===== src/rtl/mem_arbiter.sv =====
// -----------------------------------------------------------------------------
// mem_arbiter
//
// Shares the single memory-unit port (ROM + RAM behind one address/we/data
// interface) between the instruction-fetch requester (I) and the load/store
// requester (D). Conflicts are resolved round-robin. Every request is checked
// against the system memory map, and an illegal request is answered with an
// error response without ever touching memory.
//
// Parameters
//   N        address/data width (upper 16 bits form the region selector)
//   LATENCY  memory read latency in cycles (>=1); cycles spent in ACCESS
//
// Ports
//   clk, rst           clock (rising edge), asynchronous active-low reset
//   i_req/i_addr       fetch request, held until i_ack
//   i_ack/i_data/i_err one-cycle fetch response
//   d_req/d_we/d_addr/d_wdata   load/store request, held until d_ack
//   d_ack/d_rdata/d_err         one-cycle load/store response
//   mem_we/mem_addr/mem_data_write/mem_data_read   memory-unit port
//   busy               high whenever the arbiter is not idle
// -----------------------------------------------------------------------------
module mem_arbiter #(
    parameter int N       = 32,
    parameter int LATENCY = 1
) (
    input  logic         clk,
    input  logic         rst,

    input  logic         i_req,
    input  logic [N-1:0] i_addr,
    output logic         i_ack,
    output logic [N-1:0] i_data,
    output logic         i_err,

    input  logic         d_req,
    input  logic         d_we,
    input  logic [N-1:0] d_addr,
    input  logic [N-1:0] d_wdata,
    output logic         d_ack,
    output logic [N-1:0] d_rdata,
    output logic         d_err,

    output logic         mem_we,
    output logic [N-1:0] mem_addr,
    output logic [N-1:0] mem_data_write,
    input  logic [N-1:0] mem_data_read,

    output logic         busy
);

    localparam int CW = (LATENCY > 1) ? $clog2(LATENCY) : 1;
    localparam logic [CW-1:0] CNT_START = CW'(LATENCY - 1);

    localparam logic GNT_I = 1'b0;
    localparam logic GNT_D = 1'b1;

    typedef enum logic [1:0] {
        IDLE   = 2'd0,
        ACCESS = 2'd1,
        RESP   = 2'd2
    } state_t;

    state_t          state;
    state_t          state_nxt;

    logic            last_grant;
    logic            gnt;
    logic [N-1:0]    lat_addr;
    logic            lat_we;
    logic [N-1:0]    lat_wdata;
    logic [CW-1:0]   cnt;
    logic [N-1:0]    resp_data;
    logic            resp_err;

    logic            grant_d;
    logic [N-1:0]    sel_addr;
    logic            sel_we;
    logic [N-1:0]    sel_wdata;
    logic            fault;

    // Memory-map legality check on the upper 16 address bits plus alignment.
    // Region 0x0000 is reserved, 0x0001..0x000F is ROM (read-only),
    // 0xFF10 and above is reserved.
    function automatic logic is_fault(input logic [N-1:0] addr, input logic we);
        logic [15:0] region;
        region = addr[N-1:N-16];
        return (region == 16'h0000) ||
               (region >= 16'hFF10) ||
               (we && (region <= 16'h000F)) ||
               (addr[1:0] != 2'b00);
    endfunction

    // Grant selection: a lone requester wins; on a conflict the requester
    // that did not win last time is chosen.
    always_comb begin
        grant_d = d_req;
        if (i_req && d_req) begin
            grant_d = (last_grant == GNT_I);
        end
        sel_addr  = grant_d ? d_addr  : i_addr;
        sel_we    = grant_d & d_we;
        sel_wdata = grant_d ? d_wdata : '0;
        fault     = is_fault(sel_addr, sel_we);
    end

    // Next-state logic
    always_comb begin
        state_nxt = state;
        case (state)
            IDLE: begin
                if (i_req || d_req) begin
                    state_nxt = fault ? RESP : ACCESS;
                end
            end
            ACCESS: begin
                if (cnt == '0) begin
                    state_nxt = RESP;
                end
            end
            RESP: begin
                state_nxt = IDLE;
            end
            default: begin
                state_nxt = IDLE;
            end
        endcase
    end

    // State and datapath registers
    always_ff @(posedge clk or negedge rst) begin
        if (!rst) begin
            state      <= IDLE;
            last_grant <= GNT_D;
            gnt        <= GNT_I;
            lat_addr   <= '0;
            lat_we     <= 1'b0;
            lat_wdata  <= '0;
            cnt        <= '0;
            resp_data  <= '0;
            resp_err   <= 1'b0;
        end else begin
            state <= state_nxt;
            case (state)
                IDLE: begin
                    if (i_req || d_req) begin
                        gnt        <= grant_d;
                        last_grant <= grant_d;
                        lat_addr   <= sel_addr;
                        lat_we     <= sel_we;
                        lat_wdata  <= sel_wdata;
                        cnt        <= CNT_START;
                        resp_data  <= '0;
                        resp_err   <= fault;
                    end
                end
                ACCESS: begin
                    if (cnt == '0) begin
                        resp_data <= lat_we ? '0 : mem_data_read;
                    end else begin
                        cnt <= cnt - CW'(1);
                    end
                end
                default: begin
                end
            endcase
        end
    end

    // Outputs: responses are gated by their ack so data/err read 0 otherwise.
    // The write strobe fires only in the first ACCESS cycle (counter still at
    // its start value).
    always_comb begin
        i_ack          = (state == RESP) && (gnt == GNT_I);
        d_ack          = (state == RESP) && (gnt == GNT_D);
        i_data         = i_ack ? resp_data : '0;
        i_err          = i_ack & resp_err;
        d_rdata        = d_ack ? resp_data : '0;
        d_err          = d_ack & resp_err;
        mem_we         = (state == ACCESS) && lat_we && (cnt == CNT_START);
        mem_addr       = lat_addr;
        mem_data_write = lat_wdata;
        busy           = (state != IDLE);
    end

endmodule


===== config.mk =====
export PLATFORM = sky130hd
export DESIGN_NAME = mem_arbiter
export DESIGN_NICKNAME = d
export VERILOG_FILES = /design/src/rtl/mem_arbiter.sv
export SDC_FILE = /design/constraint.sdc
export NUM_CORES = 1
export LEC_CHECK = 0
export CORE_MARGIN = 5
export CORE_UTILIZATION = 41
export DETAILED_ROUTE_END_ITERATION = 12
export HOLD_SLACK_MARGIN = 0.06
export PLACE_DENSITY = 0.86
export SLEW_MARGIN = 20
export SYNTH_ARGS = -nofsm -noshare
export SYNTH_HDL_FRONTEND = slang
export SYNTH_SLANG_ARGS = --single-unit

===== constraint.sdc =====
create_clock -name clk -period 3 [get_ports clk]
set_clock_uncertainty 0.15 [all_clocks]
set_input_delay 0.3 -clock clk [delete_from_list [all_inputs] [get_ports clk]]
set_output_delay 0.3 -clock clk [all_outputs]
set_load 0.01 [all_outputs]

After elaboration in Yosys (flattened, before gate mapping)
Cells that the tools add are included.
{"block": "classes", "reduce_logical": 19, "bitwise": 6, "n_addsub": 1, "n_mux": 16, "eq_ne": 4, "n_lt_le_gt_ge": 2}
{"operator": "$mux W32", "n": 7}
{"operator": "$pmux W32 S2", "n": 1}
{"operator": "$ge A16 B16 Y1 const B", "n": 1}
{"operator": "$le A16 B4 Y1 const B", "n": 1}
{"operator": "$logic_not A16 Y1", "n": 1}
{"operator": "$logic_and A1 B1 Y1", "n": 6}
{"operator": "$mux W2", "n": 3}
{"operator": "$reduce_and A2 Y1", "n": 3}
{"operator": "$reduce_bool A2 Y1", "n": 3}
{"operator": "$logic_or A1 B1 Y1", "n": 4}
{"operator": "$ne A2 B2 Y1 const B", "n": 2}
{"operator": "$pmux W2 S2", "n": 1}
{"operator": "$and A1 B1 Y1", "n": 3}
{"operator": "$mux W1", "n": 3}
{"operator": "$not A1 Y1", "n": 3}
{"operator": "$reduce_and A3 Y1", "n": 1}
{"operator": "$eq A2 B1 Y1 const B", "n": 1}
{"operator": "$eq A2 B2 Y1 const B", "n": 1}
{"operator": "$logic_not A2 Y1", "n": 1}
{"operator": "$pmux W1 S2", "n": 1}
{"operator": "$sub A1 B1 Y1 const B", "n": 1}
{"block": "word_totals", "ff_bits": 103, "in_bits": 133, "word_cells": 57, "output_inout_bits": 134}

Logic depth before layout (Yosys ltp)
Gate-level depths: netlist of run 1.
{"block": "depth", "word_depth": 10, "depth_mapped": 7, "ltp_nobuf": 4}

Worst setup path before layout of run 1
Ideal clock, no wire load.
{"block": "synth_path", "path_kind": "register to output", "from": "register state[0]", "to": "output port i_data[22]", "stages_incl_launch_ff": 4, "t_arrival_ps": 1304, "path_buffers": 1, "t_required_ps": 2550, "setup_slack_ps": 1246, "cell_sequence": "dfrtp_1 nor3b_1 clkbuf_1 and2_1"}
{"block": "synth_between", "elab_chain_len": 3}
{"element": "start: declaration", "line_no": "64", "text": "state_t state;"}
{"element": "start signal: assignment", "line_no": "143", "text": "state <= state_nxt;"}
{"element": "$eq A2 B2 Y1", "line_no": "174", "text": "i_ack = (state == RESP) && (gnt == GNT_I);"}
{"element": "$logic_and A1 B1 Y1", "line_no": "174"}
{"element": "named net i_ack", "line_no": "32", "text": "output logic i_ack,"}
{"element": "$mux W32", "line_no": "176", "text": "i_data = i_ack ? resp_data : '0;"}
{"element": "end: declaration", "line_no": "33", "text": "output logic [N-1:0] i_data,"}
The timed path passes the listed nets, and every way through them passes these cells.

Worst setup path in the final report of run 1
{"block": "layout_path", "from": "register state[0]", "to": "output port d_rdata[21]"}
{"block": "layout_between", "elab_chain_len": 3}
{"element": "$eq A2 B2 Y1", "line_no": "175", "text": "d_ack = (state == RESP) && (gnt == GNT_D);"}
{"element": "$logic_and A1 B1 Y1", "line_no": "175"}
{"element": "$mux W32", "line_no": "178", "text": "d_rdata = d_ack ? resp_data : '0;"}
{"element": "end: declaration", "line_no": "41", "text": "output logic [N-1:0] d_rdata,"}
No other way between the ends.

==> impl_metrics.xml, run 1 <==
<?xml version="1.0" encoding="UTF-8"?>
<metrics>
  <group name="sta">
    <metric name="timing.final.setup_violations" unit="">0</metric>
    <metric name="rsz0062_at_grt" unit="">false</metric>
    <metric name="max_freq" unit="GHz">0.405</metric>
    <metric name="worst-slew-pin-transition" unit="ns">0.685</metric>
    <metric name="tcrit_tclk_final" unit="">0.824</metric>
    <metric name="final.min_clock_period" unit="ns">2.47</metric>
    <metric name="setup_tns" unit="ns">0</metric>
    <metric name="maxSlewViolCount" unit="">0</metric>
    <metric name="relSlewSlack" unit="">0.544</metric>
    <metric name="finalHoldViolations" unit="">0</metric>
  </group>
  <group name="clock_network">
    <metric name="cts-root-buf" unit="">clkbuf_8</metric>
    <metric name="post_cts.resized_instances" unit="">0</metric>
    <metric name="postCtsSetupBuffers" unit="">0</metric>
    <metric name="cts.clk_slew.worst_paths" unit="ns">0.10</metric>
    <metric name="worstSkewPairLatency" unit="ns">0.35</metric>
    <metric name="clock_buffer_depth" unit="">2</metric>
    <metric name="tritoncts" unit="">yes</metric>
    <metric name="cts.sink_count" unit="">102</metric>
    <metric name="h-tree-depth" unit="">3</metric>
    <metric name="cts_made_buffers" unit="">9</metric>
  </group>
  <group name="synthesis">
    <metric name="number_of_cells_produced_by_synthesis" unit="">440</metric>
    <metric name="synth.lib_cells_used.distinct" unit="">32</metric>
    <metric name="synth_area_per_cell" unit="sq um">10.4</metric>
    <metric name="synthesis.yosys.warnings" unit="">0</metric>
    <metric name="synth_area_leader_cell" unit="">dfrtp_1</metric>
    <metric name="ys.flop_type" unit="">dfrtp_1</metric>
    <metric name="synth_edf_count" unit="">0</metric>
    <metric name="yosysTopAreaCellShare" unit="">0.552</metric>
    <metric name="synthArstFlopShare" unit="">1.00</metric>
    <metric name="syn_nets" unit="">573</metric>
    <metric name="synth-seq-area-share" unit="">0.558</metric>
    <metric name="netlist_top_cells_area" unit="">dfrtp_1 55%, a22o_1 12%, and2_1 9.2%, nand2_1 5.2%, a31oi_1 4.4%</metric>
    <metric name="synthesis.area" unit="sq um">4580</metric>
    <metric name="synth.ff_latch_count" unit="">102</metric>
  </group>
  <group name="final_layout">
    <metric name="areaGrowthSynthToFinish" unit="%">65.8</metric>
    <metric name="antenna-diode-count" unit="">0</metric>
    <metric name="mostFrequentLayoutCells" unit="">265 x clkdlybuf4s50_1, 101 x dfrtp_1, 67 x and2_1</metric>
    <metric name="fin_nets" unit="">826</metric>
    <metric name="finalNonFillerCells" unit="">838</metric>
    <metric name="nFillCells" unit="">831</metric>
    <metric name="drive_gt1_frac" unit="">0.0530</metric>
    <metric name="commonest_non_fill_non_tap_cell_in_the_layout" unit="">clkdlybuf4s50_1</metric>
  </group>
  <group name="pwr">
    <metric name="combPwrFrac" unit="">0.436</metric>
    <metric name="netSwitchingFraction" unit="">0.335</metric>
    <metric name="p_seq_frac" unit="">0.381</metric>
    <metric name="p_per_area" unit="nW/um^2">753</metric>
    <metric name="power.leakage" unit="nW">3.23</metric>
    <metric name="switchingPower" unit="mW">1.91</metric>
    <metric name="max-vdd-ir-drop" unit="V">0.000457</metric>
    <metric name="clockPowerShare" unit="">0.183</metric>
    <metric name="power_report.internal_total" unit="mW">3.80</metric>
  </group>
  <group name="worst_setup_path">
    <metric name="worstPathMaxFanout" unit="">34</metric>
    <metric name="crit_path_start_kind" unit="">register</metric>
    <metric name="cpPeakStageDelay" unit="ns">0.54</metric>
    <metric name="timing.critical_path.to_type" unit="">primary output</metric>
    <metric name="crit_chain" unit="">and3b_1 &gt; buf_4 &gt; and2_1 &gt; clkdlybuf4s50_1</metric>
    <metric name="cp_data_required_time" unit="ns">2.55</metric>
    <metric name="cpMaxStageDelayCell" unit="">clkdlybuf4s50_1</metric>
    <metric name="critical_path_class" unit="">register to primary output</metric>
    <metric name="worst_ep_arrival_time" unit="ns">2.02</metric>
  </group>
  <group name="detailed_routing">
    <metric name="drt_iter0_markers" unit="">297</metric>
    <metric name="route.detailed.vias_per_inst" unit="">5.25</metric>
    <metric name="drt-pass1-iter-count" unit="">7</metric>
    <metric name="route.detailed.drc" unit="">0</metric>
    <metric name="drt.antenna.violating_nets" unit="">0</metric>
    <metric name="routed_wirelength" unit="um">15000</metric>
    <metric name="vias" unit="">4397</metric>
    <metric name="routedWlPerCell" unit="um">17.9</metric>
  </group>
  <group name="floorplanning">
    <metric name="io-pin-count" unit="">267</metric>
    <metric name="dieArea" unit="sq um">13400</metric>
    <metric name="floorplan.core_area" unit="sq um">10900</metric>
    <metric name="fp.dieH" unit="um">116</metric>
    <metric name="initial_utilization" unit="">0.421</metric>
    <metric name="chip_width" unit="um">116</metric>
    <metric name="num_rows" unit="">38</metric>
  </group>
  <group name="global_route">
    <metric name="grt_overflow" unit="">0</metric>
    <metric name="first_pass_grt_wire_length" unit="um">22900</metric>
    <metric name="groute.usage.overall" unit="">0.217</metric>
    <metric name="grt_start_max_net_pins" unit="">57</metric>
    <metric name="grt_antenna_before_repair" unit="">0</metric>
    <metric name="grt_pass1_vias" unit="">4344</metric>
  </group>
  <group name="place">
    <metric name="dpl.hpwl" unit="um">11800</metric>
    <metric name="place.detailed.instances" unit="">821</metric>
    <metric name="port_buffers" unit="">266</metric>
    <metric name="gpl_wtd_cong" unit="">0.974</metric>
  </group>
  <group name="job">
    <metric name="number_of_max_cap_violations" unit="">0</metric>
  </group>
  <group name="worst_hold_path">
    <metric name="hold_class" unit="">input pin to register</metric>
  </group>
  <group name="outcome">
    <metric name="run_status" unit="">finished clean</metric>
  </group>
</metrics>
==> timing repair <==
item / CTS / global route
endpoints found under the setup margin: 0 / 0
hold buffers: 1 / 0
endpoints found under the hold margin: 46 / 0
==> power by group through the flow <==
stage	Combinational (mW)	Clock [mW]	Sequential [mW]
after detailed placement	2.52	0	2.19
after floorplan	0.974	0	2.32
after CTS	2.52	1.07	2.18
after global routing	2.69	1.13	2.24
final	2.50	1.04	2.18
after global placement	2.45	0	2.19
==> cell families (layout without fill, tap and decap cells) <==
group / after synthesis / after routing / share of synthesized area
AND/OR/NAND/NOR: 190 / 190 / 0.205
AO/OA/AOI/OAI: 110 / 110 / 0.192
flip-flops: 102 / 102 / 0.558
buffers and inverters: 36 / 294 / 0.0418
multiplexers: 2 / 2 / 0.00437
==> metal layers <==
layer,GRT usage,wire [um],vias up
li1,-,-,2051
met1,0.273,5860,2087
met2,0.367,7420,227
met3,0.0543,1380,32
met4,0.0719,352,0
met5,0,0,-
==> path summary, 6_finish.rpt <==
kind	from	to	slack [ns]	cells past startpoint
worst max-delay path	state[0]	d_rdata[21]	0.53	4
worst min-delay path	d_addr[7]	mem_addr[7]	0.35	3
worst max register to register	state[0]	mem_addr[4]	0.89	5
worst min register to register	mem_data_write[9]	mem_data_write[9]	0.36	1
max in group asynchronous	rst	last_grant	1.56	3
min in group asynchronous	rst	mem_data_write[11]	0.36	2
==> state kept, by name (all words and copies together), names as in the netlist <==
| signal | flops |
|---|---|
| gnt | 1 |
| state | 2 |
| lat_we | 1 |
| resp_data | 32 |
| resp_err | 1 |
| mem_addr | 32 |
| last_grant | 1 |
| mem_data_write | 32 |
==> area by class of cell <==
cell class,instances,area [sq um],area share
sequential,102,2550,0.336
timing repair buffer,278,2770,0.364
multi-input combinational,302,1850,0.244
tap,140,175,0.0231
clock inverter,5,106,0.0140
clock buffer,11,141,0.0186
==> metrics by stage <==
stage / hold slack, ns / power [mW] / cell area [sq um] / util / setup slack [ns]
detailed placement: 0.200 / 4.71 / 7340 / 0.674 / 0.638
global route: 0.354 / 6.06 / 7590 / 0.698 / 0.404
finish: 0.353 / 5.72 / 7590 / 0.698 / 0.529
CTS: 0.336 / 5.77 / 7590 / 0.698 / 0.476
global placement: 0.186 / 4.63 / 7340 / 0.674 / 0.726
floorplan: -0.146 / 3.30 / 4580 / - / 1.25
==> critical path: cells and delay by family (launching register included) <==
| kind | cells | cell delay (ns) |
|---|---|---|
| buf+inv | 2 | 0.80 |
| flops | 1 | 0.43 |
| simple gates | 2 | 0.43 |
==> Yosys cell counts, types with 2 or more instances <==
library cell,number
a31oi_1,32
buf_4,2
and2_1,67
nor4_1,7
or2_1,2
o211ai_1,2
nand2_1,64
clkbuf_1,20
dfrtp_1,101
a22o_1,65
nor2_1,38
buf_6,5
a21o_1,2
nor2b_1,2
nand4_1,4
o31ai_1,2
buf_2,9
mux2i_1,2
Power figures use the tool's default switching activity.
==> run 2: changes to the inputs <==
CORE_UTILIZATION = 38   (was 41)
PLACE_DENSITY = 0.81   (was 0.86)
clock period = 2.6 ns   (was 3 ns; I/O delays follow)
==> run 2 against run 1 <==
  * Wire length grew 1.9%
  * Critical path type unchanged
  * First-iteration DRC count up 6.1%
  * Global-route usage down 0.97 points
  * Critical endpoint is now i_data[24]
==> impl_metrics.xml, run 2 (same netlist as run 1, synthesis figures left out) <==
<?xml version="1.0" encoding="UTF-8"?>
<metrics>
  <group name="pwr">
    <metric name="combPwrFrac" unit="">0.432</metric>
    <metric name="p_seq_frac" unit="">0.372</metric>
    <metric name="clockPowerShare" unit="">0.197</metric>
    <metric name="netSwitchingFraction" unit="">0.333</metric>
    <metric name="max-vdd-ir-drop" unit="V">0.000480</metric>
    <metric name="fin_total_pwr" unit="mW">6.75</metric>
    <metric name="power.leakage" unit="nW">3.25</metric>
    <metric name="switchingPower" unit="mW">2.24</metric>
    <metric name="p_per_area" unit="nW/um^2">882</metric>
    <metric name="power_report.internal_total" unit="mW">4.50</metric>
  </group>
  <group name="final_layout">
    <metric name="regArea" unit="sq um">2550</metric>
    <metric name="multi_input_area" unit="sq um">1850</metric>
    <metric name="fin_nets" unit="">825</metric>
    <metric name="antenna-diode-count" unit="">0</metric>
    <metric name="nFillCells" unit="">978</metric>
    <metric name="mostFrequentLayoutCells" unit="">265 x clkdlybuf4s50_1, 101 x dfrtp_1, 67 x and2_1</metric>
    <metric name="commonest_non_fill_non_tap_cell_in_the_layout" unit="">clkdlybuf4s50_1</metric>
    <metric name="drive_gt1_frac" unit="">0.0473</metric>
    <metric name="areaGrowthSynthToFinish" unit="%">67.0</metric>
  </group>
  <group name="worst_setup_path">
    <metric name="kind_of_cell_with_the_highest_combined_delay_on_the_critical_path" unit="">buffers and inverters</metric>
    <metric name="crit_path_start_kind" unit="">register</metric>
    <metric name="cpMaxStageDelayCell" unit="">clkdlybuf4s50_1</metric>
    <metric name="worst_ep_arrival_time" unit="ns">2.04</metric>
    <metric name="regToRegEndpoint" unit="">mem_addr[25]</metric>
    <metric name="crit_chain" unit="">nor3b_2 &gt; buf_4 &gt; and2_1 &gt; clkdlybuf4s50_1</metric>
    <metric name="worst-r2r-cell-count" unit="">5</metric>
    <metric name="critical_path_class" unit="">register to primary output</metric>
    <metric name="cp_data_required_time" unit="ns">2.19</metric>
    <metric name="reg2reg_setup_slack" unit="ns">0.66</metric>
    <metric name="cpPeakStageDelay" unit="ns">0.57</metric>
    <metric name="worstPathMaxFanout" unit="">34</metric>
    <metric name="timing.critical_path.to_type" unit="">primary output</metric>
    <metric name="critPathBufInv" unit="">2</metric>
    <metric name="reg_to_reg_start" unit="">state[0]</metric>
  </group>
  <group name="sta">
    <metric name="tcrit_tclk_final" unit="">0.942</metric>
    <metric name="worst-slew-pin-transition" unit="ns">0.702</metric>
    <metric name="rsz0062_at_grt" unit="">false</metric>
    <metric name="maxSlewViolCount" unit="">0</metric>
    <metric name="final.min_clock_period" unit="ns">2.45</metric>
    <metric name="finalHoldViolations" unit="">0</metric>
    <metric name="timing.final.setup_violations" unit="">0</metric>
    <metric name="setup_tns" unit="ns">0</metric>
    <metric name="max_freq" unit="GHz">0.408</metric>
    <metric name="relSlewSlack" unit="">0.532</metric>
  </group>
  <group name="clock_network">
    <metric name="post_cts.resized_instances" unit="">0</metric>
    <metric name="worstSkewPairLatency" unit="ns">0.33</metric>
    <metric name="h-tree-depth" unit="">3</metric>
    <metric name="cts.sink_count" unit="">102</metric>
    <metric name="cts-root-buf" unit="">clkbuf_16</metric>
    <metric name="tritoncts" unit="">yes</metric>
    <metric name="clock_buffer_depth" unit="">2</metric>
    <metric name="cts_made_buffers" unit="">9</metric>
    <metric name="postCtsSetupBuffers" unit="">0</metric>
    <metric name="cts.clk_slew.worst_paths" unit="ns">0.07</metric>
  </group>
  <group name="floorplanning">
    <metric name="io-pin-count" unit="">267</metric>
    <metric name="fp.dieH" unit="um">120</metric>
    <metric name="chip_width" unit="um">120</metric>
    <metric name="initial_utilization" unit="">0.384</metric>
    <metric name="dieArea" unit="sq um">14300</metric>
    <metric name="num_rows" unit="">40</metric>
    <metric name="floorplan.core_area" unit="sq um">11900</metric>
  </group>
  <group name="job">
    <metric name="number_of_max_cap_violations" unit="">0</metric>
  </group>
  <group name="detailed_routing">
    <metric name="drt.antenna.violating_nets" unit="">0</metric>
    <metric name="vias" unit="">4390</metric>
    <metric name="routedWlPerCell" unit="um">18.1</metric>
    <metric name="routed_wirelength" unit="um">15300</metric>
    <metric name="drt_iter0_markers" unit="">315</metric>
    <metric name="route.detailed.vias_per_inst" unit="">5.20</metric>
    <metric name="drt-pass1-iter-count" unit="">5</metric>
    <metric name="route.detailed.drc" unit="">0</metric>
  </group>
  <group name="place">
    <metric name="port_buffers" unit="">266</metric>
    <metric name="gpl_wtd_cong" unit="">0.903</metric>
    <metric name="dpl.hpwl" unit="um">11600</metric>
  </group>
  <group name="outcome">
    <metric name="run_status" unit="">finished clean</metric>
  </group>
  <group name="global_route">
    <metric name="grt_start_max_net_pins" unit="">50</metric>
    <metric name="groute.usage.overall" unit="">0.207</metric>
    <metric name="first_pass_grt_wire_length" unit="um">23600</metric>
    <metric name="grt_antenna_before_repair" unit="">0</metric>
    <metric name="grt_overflow" unit="">0</metric>
    <metric name="grt_pass1_vias" unit="">4472</metric>
  </group>
  <group name="worst_hold_path">
    <metric name="hold_class" unit="">input pin to asynchronous set/reset pin</metric>
  </group>
</metrics>
-- run 2: final cells by class --
type | instances | share of cell area
repair buffers | 277 | 0.362
flip-flops and latches | 102 | 0.334
multi-input cells | 302 | 0.242
clock buffers | 14 | 0.0332
well taps | 147 | 0.0240
clock inverters | 2 | 0.00458
-- run 2: worst reg2reg max path: stages (launching register included) --
cell	delay, ns
dfrtp_1	0.42
or2_1	0.33
nor2_4	0.44
buf_12	0.28
nor2_1	0.09
a31oi_1	0.15
-- run 2: what timing repair did --
item	CTS	global route
hold buffers	1	0
endpoints found under the setup margin	0	0
hold endpoints to repair	30	0
-- run 2: how the worst max path moves through the flow --
stage / cells after the start / to / start
floorplan: 6 / mem_data_write[25] / state[0]
global placement: 5 / state[1] / i_addr[20]
CTS: 4 / i_data[24] / state[0]
detailed placement: 5 / state[1] / i_addr[20]
finish: 4 / i_data[24] / state[0]
global route: 4 / i_data[24] / state[0]
-- run 2: power groups by stage --
| stage | clock network, mW | registers [mW] | logic, mW |
|---|---|---|---|
| finish | 1.33 | 2.51 | 2.91 |
| global route | 1.42 | 2.57 | 3.12 |
| CTS | 1.35 | 2.51 | 2.95 |
| detailed placement | 0 | 2.52 | 2.94 |
| global placement | 0 | 2.50 | 2.87 |
| floorplan | 0 | 2.68 | 1.12 |
-- run 2: metal layers --
layer | GRT usage | vias to the layer above | part of all wire
li1 | - | 2054 | -
met1 | 0.246 | 2105 | 0.40
met2 | 0.373 | 204 | 0.51
met3 | 0.0443 | 27 | 0.073
met4 | 0.0680 | 0 | 0.021
met5 | 0 | - | 0
-- run 2: stage by stage --
step,worst slack [ns],instances,cell area [sq um],util,hold slack (ns)
after detailed placement,0.458,827,7350,0.617,0.0416
final,0.152,844,7650,0.642,0.236
after CTS,0.124,844,7650,0.642,0.238
after floorplan,0.885,440,4580,-,-0.186
after global placement,0.510,827,7350,0.617,0.0428
after global routing,0.0349,844,7650,0.642,0.266
==> run 3: changes to the inputs <==
HOLD_SLACK_MARGIN = default   (was 0.06)
TNS_END_PERCENT = 1   (was default)
==> results of run 3 <==
No change in the layout: final DEF, timing and power equal those of run 2.
